`config.mk`:
```
export PLATFORM = sky130hd
export DESIGN_NAME = np_fm_pingpong_buffer_flat
export DESIGN_NICKNAME = d
export VERILOG_FILES = /design/src/rtl/np_fm_pingpong_buffer_if.sv /design/src/rtl/np_fm_pingpong_buffer.sv /design/src/flat_wrapper.sv
export SDC_FILE = /design/constraint.sdc
export NUM_CORES = 2
export LEC_CHECK = 0
export CELL_PAD_IN_SITES_DETAIL_PLACEMENT = 0
export CELL_PAD_IN_SITES_GLOBAL_PLACEMENT = 2
export CORE_AREA = 2 2 387 389
export CTS_CLUSTER_SIZE = 28
export DETAILED_ROUTE_END_ITERATION = 8
export DIE_AREA = 0 0 389 391
export GPL_TIMING_DRIVEN = 0
export PLACE_DENSITY = 0.85
export SYNTH_ARGS = -nofsm -noshare
export SYNTH_HDL_FRONTEND = slang
export SYNTH_SLANG_ARGS = --single-unit
```
`constraint.sdc`:
```
create_clock -name clock -period 4.3 [get_ports clock]
set_input_delay 0.645 -clock clock [delete_from_list [all_inputs] [get_ports clock]]
set_output_delay 0.645 -clock clock [all_outputs]
set_load 0.03 [all_outputs]
```
`src/rtl/np_fm_pingpong_buffer_if.sv`:
```
// ----------------------------------------------------------------------------
// np_fm_pingpong_buffer_if
//   Bundles the upstream word stream and the matrix-mult controller read port
//   of the ping-pong feature-map buffer.
//
//   Signals
//     in_valid     upstream word valid             (master -> slave)
//     in_data      upstream feature-map word       (master -> slave)
//     in_ready     buffer can accept a word        (slave  -> master)
//     rd_addr      controller read address         (master -> slave)
//     rd_data      registered read data            (slave  -> master)
//     buffer_rdy   a full bank is being served     (slave  -> master)
//     product_rdy  controller finished the bank    (master -> slave)
//     full_banks   number of full banks, 0..2      (slave  -> master)
//
//   Modports
//     master  upstream producer + controller side
//     slave   the buffer itself
// ----------------------------------------------------------------------------
interface np_fm_pingpong_buffer_if #(
    parameter int unsigned DATA_W = 16,
    parameter int unsigned ADDR_W = 7
);
    logic              in_valid;
    logic [DATA_W-1:0] in_data;
    logic              in_ready;
    logic [ADDR_W-1:0] rd_addr;
    logic [DATA_W-1:0] rd_data;
    logic              buffer_rdy;
    logic              product_rdy;
    logic [1:0]        full_banks;

    modport master (
        output in_valid,
        output in_data,
        input  in_ready,
        output rd_addr,
        input  rd_data,
        input  buffer_rdy,
        output product_rdy,
        input  full_banks
    );

    modport slave (
        input  in_valid,
        input  in_data,
        output in_ready,
        input  rd_addr,
        output rd_data,
        output buffer_rdy,
        input  product_rdy,
        output full_banks
    );
endinterface

```
`src/rtl/np_fm_pingpong_buffer.sv`:
```
// ----------------------------------------------------------------------------
// np_fm_pingpong_buffer
//   Ping-pong feature-map buffer feeding the FFN matrix-mult controller.
//   Words from the conv stage fill one DEPTH-word bank while the controller
//   reads the other. A full bank is announced with buffer_rdy and served by
//   rd_addr until the controller pulses product_rdy, which frees the bank.
//
//   Ports
//     clock        system clock, rising edge
//     reset        asynchronous, active-low
//     bus (slave)  in_valid/in_data/in_ready  upstream word stream
//                  rd_addr/rd_data            controller read port (1-cycle)
//                  buffer_rdy/product_rdy     bank handoff with the controller
//                  full_banks                 full bank count (status)
// ----------------------------------------------------------------------------
module np_fm_pingpong_buffer #(
    parameter int unsigned DATA_W = 16,
    parameter int unsigned DEPTH  = 64,
    parameter int unsigned ADDR_W = 7
) (
    input  logic                   clock,
    input  logic                   reset,
    np_fm_pingpong_buffer_if.slave bus
);

    localparam int unsigned       PTR_W      = (DEPTH > 1) ? $clog2(DEPTH) : 1;
    localparam logic [PTR_W-1:0]  LAST_PTR   = PTR_W'(DEPTH - 1);
    localparam logic [ADDR_W-1:0] DEPTH_ADDR = ADDR_W'(DEPTH);

    // Storage: two banks, never cleared by reset.
    logic [DATA_W-1:0] r_mem [2][DEPTH];

    // Control state
    logic              r_wb;          // bank being written
    logic              r_rb;          // bank being served to the controller
    logic [PTR_W-1:0]  r_wptr;        // next write slot in r_wb
    logic [1:0]        r_full_cnt;    // full banks, 0..2
    logic              r_buffer_rdy;
    logic [DATA_W-1:0] r_rd_data;

    // Combinational helpers
    logic              w_in_ready;
    logic              w_accept;
    logic              w_complete;
    logic              w_release;
    logic [1:0]        w_full_cnt_next;
    logic              w_rd_in_range;
    logic [PTR_W-1:0]  w_rd_idx;

    // Input stalls only when both banks hold unreleased data, so a word is
    // never written over a bank the controller still owns.
    assign w_in_ready = (r_full_cnt != 2'd2);
    assign w_accept   = bus.in_valid & w_in_ready;
    assign w_complete = w_accept & (r_wptr == LAST_PTR);
    assign w_release  = bus.product_rdy & r_buffer_rdy;

    assign w_rd_in_range = (bus.rd_addr < DEPTH_ADDR);
    assign w_rd_idx      = bus.rd_addr[PTR_W-1:0];

    // Completion and release in the same cycle cancel in the count.
    always_comb begin
        w_full_cnt_next = r_full_cnt;
        if (w_complete && !w_release) begin
            w_full_cnt_next = r_full_cnt + 2'd1;
        end else if (!w_complete && w_release) begin
            w_full_cnt_next = r_full_cnt - 2'd1;
        end
    end

    // Bank write port
    always_ff @(posedge clock) begin
        if (w_accept) begin
            r_mem[r_wb][r_wptr] <= bus.in_data;
        end
    end

    // Pointers, count and handshake flag
    always_ff @(posedge clock or negedge reset) begin
        if (!reset) begin
            r_wb         <= 1'b0;
            r_rb         <= 1'b0;
            r_wptr       <= '0;
            r_full_cnt   <= 2'd0;
            r_buffer_rdy <= 1'b0;
        end else begin
            if (w_accept) begin
                r_wptr <= w_complete ? '0 : r_wptr + 1'b1;
            end
            if (w_complete) begin
                r_wb <= ~r_wb;
            end
            if (w_release) begin
                r_rb <= ~r_rb;
            end
            r_full_cnt <= w_full_cnt_next;
            // Forced low for one cycle after a release so the controller
            // restarts its address at 0 before the next bank is offered.
            r_buffer_rdy <= w_release ? 1'b0 : (w_full_cnt_next != 2'd0);
        end
    end

    // Registered read port; out-of-range addresses (controller overrun) read 0.
    always_ff @(posedge clock or negedge reset) begin
        if (!reset) begin
            r_rd_data <= '0;
        end else begin
            r_rd_data <= w_rd_in_range ? r_mem[r_rb][w_rd_idx] : '0;
        end
    end

    assign bus.in_ready   = w_in_ready;
    assign bus.rd_data    = r_rd_data;
    assign bus.buffer_rdy = r_buffer_rdy;
    assign bus.full_banks = r_full_cnt;

endmodule

```
`src/flat_wrapper.sv`:
```
// flat-port wrapper written by rule: the top's interface ports become plain ports
module np_fm_pingpong_buffer_flat 
#(
    parameter int unsigned DATA_W = 16,
    parameter int unsigned DEPTH  = 64,
    parameter int unsigned ADDR_W = 7
)
  (clock, reset, bus_in_valid, bus_in_data, bus_in_ready, bus_rd_addr, bus_rd_data, bus_buffer_rdy, bus_product_rdy, bus_full_banks);
  np_fm_pingpong_buffer_if #(.DATA_W(DATA_W), .ADDR_W(ADDR_W)) bus_i ();
  input  logic clock;
  input  logic reset;
  input wire logic [$bits(bus_i.in_valid)-1:0] bus_in_valid;
  input wire logic [$bits(bus_i.in_data)-1:0] bus_in_data;
  output wire logic [$bits(bus_i.in_ready)-1:0] bus_in_ready;
  input wire logic [$bits(bus_i.rd_addr)-1:0] bus_rd_addr;
  output wire logic [$bits(bus_i.rd_data)-1:0] bus_rd_data;
  output wire logic [$bits(bus_i.buffer_rdy)-1:0] bus_buffer_rdy;
  input wire logic [$bits(bus_i.product_rdy)-1:0] bus_product_rdy;
  output wire logic [$bits(bus_i.full_banks)-1:0] bus_full_banks;
  assign bus_i.in_valid = bus_in_valid;
  assign bus_i.in_data = bus_in_data;
  assign bus_in_ready = bus_i.in_ready;
  assign bus_i.rd_addr = bus_rd_addr;
  assign bus_rd_data = bus_i.rd_data;
  assign bus_buffer_rdy = bus_i.buffer_rdy;
  assign bus_i.product_rdy = bus_product_rdy;
  assign bus_full_banks = bus_i.full_banks;
  np_fm_pingpong_buffer #(.DATA_W(DATA_W), .DEPTH(DEPTH), .ADDR_W(ADDR_W)) u_core (.clock(clock), .reset(reset), .bus(bus_i));
endmodule
```
==> results.toml <==
[status]
status = "complete, no violations"

[clocking]
clkTransAtPathRegs_ps = 60
cts_root_buffer = "sky130_fd_sc_hd__clkbuf_16"
clock_sink_count = 2075
clock_latency_on_the_worst_skew_pair_ps = 860
clock_tree.buffer_depth = 3
cts-htree-levels = 4
post-cts-setup-buffer-count = 0
tritoncts = "built"
cts_inserted_buffers = 202

[route]
via_count = 41185
detail_route.drc_violations = 0
met2_length_mm = 101
routed-wl-met3_mm = 23.7
wirelength_mm = 217
detail_route.iter0.violations = 6515
top_signal_layer_used = "met5"
detail_route.first_pass.iterations = 8
wl_per_cell_microns = 34.5
avgViaCountPerCell = 6.56
number_of_nets_with_antenna_violations_after_detailed_routing = 0
route.layer.met1.wl_mm = 83.0

[critical_path]
critical_path.endpoint_type = "flop"
critPathArrivalTime_ps = 4910
worst-setup-path-type = "input pin to flop"
critical_path.max_fanout = 13
cpMaxStageDelayCell = "sky130_fd_sc_hd__nor4_1"
critical-path-top-cell-by-count = "sky130_fd_sc_hd__buf_2"
crit_path_start_kind = "input pin"
cp_data_required_time_ps = 4940
critical_path.cell_chain = "buf_2 > buf_4 > buf_2 > buf_2 > mux4_2 > a22oi_1 > nand4_1 > nor4_1 > a21oi_1"
timing.critical_path.from = "bus_rd_addr[0]"
regToRegStartpoint = "u_core.r_rb"
critical_path.max_stage_delay_ps = 1000

[logic_synthesis]
post_syn_instances = 3775
ys_top_cells_by_count = "sky130_fd_sc_hd__edfxtp_1, sky130_fd_sc_hd__mux4_2, sky130_fd_sc_hd__mux2i_1"
synth.cell_area_sq_um = 79500
postSynth.asyncResetShare_pct = 1.30
synth-warning-count = 0
post-synth-top-area-fraction_pct = 77.3
seq_area_frac_synth_pct = 78.2
synth.net_count = 3804
synthMostInstantiatedCell = "sky130_fd_sc_hd__edfxtp_1"
synth_flop_cell = "sky130_fd_sc_hd__edfxtp_1"
yosys_register_bits = 2075
synth.distinct_cells = 50
syn_area_per_cell_sq_um = 21.1
synth_enable_flop_cells = 2048
netlist.top_cell.by_area = "sky130_fd_sc_hd__edfxtp_1"
yosys-top-cells-area = "sky130_fd_sc_hd__edfxtp_1, sky130_fd_sc_hd__mux4_2, sky130_fd_sc_hd__mux2i_1"

[timing]
finalHoldViolCount = 0
timing.slew.headroom_pct = 10.1
layout_worst_path_cycle_share_pct = 99.3
period_needed_ps = 4270
finalSetupViolations = 0
tightest_slew_ps = 1340
rsz_0062_raised_after_global_routing = "no"
max_freq_mhz = 234
final_max_slew_viol_count = 0
fin_skew_ps = 41.1

[power]
ir_drop_mv = 0.448
leak_pwr_uw = 0.0293
p_per_area_nw_per_um2 = 517

[placement]
numPlacedInstances = 5892
io_buffers = 44
routabilityCongestion = 0.908
place.detailed.hpwl_mm = 145
placed_cell_area_sq_um = 84900

[grt]
antenna_found_initial = 12
grt_overflow = 0
grt_pass1_vias = 39857
grt_pass1_wl_mm = 303
grt_max_degree = 109
grt_util_all_layers_pct = 28.7

[die]
boundaryPins = 47
die-width_microns = 389
die_area_sq_um = 152000
initial_utilization_pct = 53.5
floorplan.die.height_microns = 391
core_area_sq_um = 149000
fp-row-count = 142

[finish]
fin_area_sq_um = 91500
fraction_of_final_layout_cells_sized_beyond_drive_strength_1_pct = 25.6
fin_util_pct = 61.6
design.final.nets = 4182
area_delta_synth_final_pct = 15.1
finish.cell_count_without_fillers = 6274

[min_path]
hold_path_class = "input pin to flop"
hp-start = "bus_in_data[1]"

[run]
maxCapViolations = 0
[cell families after synthesis]
| logic type | count (synthesis) | share of synthesized area (%) |
|---|---|---|
| flip-flops | 2075 | 78.2 |
| AND/OR/NAND/NOR | 500 | 3.09 |
| adder cells (fa/ha/maj) | 2 | 0.0315 |
| buffers and inverters | 220 | 1.45 |
| AO/OA/AOI/OAI | 329 | 2.83 |
| multiplexers | 642 | 14.3 |
| XOR/XNOR | 7 | 0.0771 |
[power breakdown]
group | internal [uW] | leakage (uW) | switching (uW)
clock | 9960 | 0.00317 | 7570
sequential | 22600 | 0.0188 | 93.0
combinational | 2780 | 0.00741 | 4290
total | 35300 | 0.0293 | 11900
[layout by cell type (no fill, tap or decap), types with 38 or more instances in the layout]
cell type                   instances
sky130_fd_sc_hd__and3_1            45
sky130_fd_sc_hd__buf_8             93
sky130_fd_sc_hd__mux2i_1          245
sky130_fd_sc_hd__clkinv_2          38
sky130_fd_sc_hd__clkbuf_16        204
sky130_fd_sc_hd__nand3_1           80
sky130_fd_sc_hd__buf_2             95
sky130_fd_sc_hd__nor2_2           123
sky130_fd_sc_hd__clkbuf_1         123
sky130_fd_sc_hd__buf_4             40
sky130_fd_sc_hd__edfxtp_1        2048
sky130_fd_sc_hd__mux4_2           397
sky130_fd_sc_hd__nand4_1           50
sky130_fd_sc_hd__a21oi_1           62
sky130_fd_sc_hd__a22oi_1          203
sky130_fd_sc_hd__nand2_1           77
[final cells by class]
type                            instances  area (sq um)
Sequential cell                      2075         62200
Fill cell                           10117         57000
Multi-Input combinational cell       1480         16500
Clock buffer                          253          5300
Timing Repair Buffer                  174          2650
Tap cell                             1944          2430
Clock inverter                        119          1220
Buffer                                217          1140
Antenna cell                            9          22.5
Inverter                                3          11.3
[worst max-delay path, delay by kind of cell]
kind	cells	cell delay (ps)
AOI/OAI and AO/OA	2	560
and+or+nand+nor	2	1520
buffers and inverters	4	1770
muxes	1	380
[final timing paths]
path / endpoint / slack [ps] / depth (start not counted)
worst min register to register: u_core.r_wptr[1] / 610 / 3
worst max-delay path: u_core.bus.rd_data[2] / 30 / 9
min in group asynchronous: u_core.bus.rd_data[12] / 460 / 2
worst max register to register: u_core.bus.rd_data[2] / 110 / 8
max in group asynchronous: u_core.r_wb / 3280 / 2
worst min-delay path: u_core.r_mem[1][753] / 200 / 1
[state kept, by name, summed over array words and instances, names as in the netlist]
| register | flops |
|---|---|
| u_core.bus.rd_data | 16 |
| u_core.r_wb | 1 |
| u_core.r_mem | 2048 |
| u_core.r_wptr | 6 |
| u_core.bus.buffer_rdy | 1 |
| u_core.bus.full_banks | 2 |
| u_core.r_rb | 1 |
[per-layer routing]
metal  GRT usage (%)  up-vias
met2            43.9     2588
met4            11.2        8
met3            6.29      422
met5               0        -
li1                -    16552
met1            41.0    21615
[through the flow]
stage / total power (uW) / TNS [ps] / hold slack, ps / setup WS (ps)
CTS: 47400 / 0 / 156 / 95.5
global placement: 30000 / -2924730 / 569 / -1810
floorplan: 27500 / 0 / 349 / 1060
global route: 48500 / 0 / 193 / 53.7
finish: 47300 / 0 / 204 / 30.0
detailed placement: 30200 / -12840 / 587 / -729
[timing repair]
item,CTS,global route
hold buffers,1,0
setup endpoints to repair,0,2
hold endpoints to repair,27,0
resized for setup,0,2
Power figures use the tool's default switching activity.
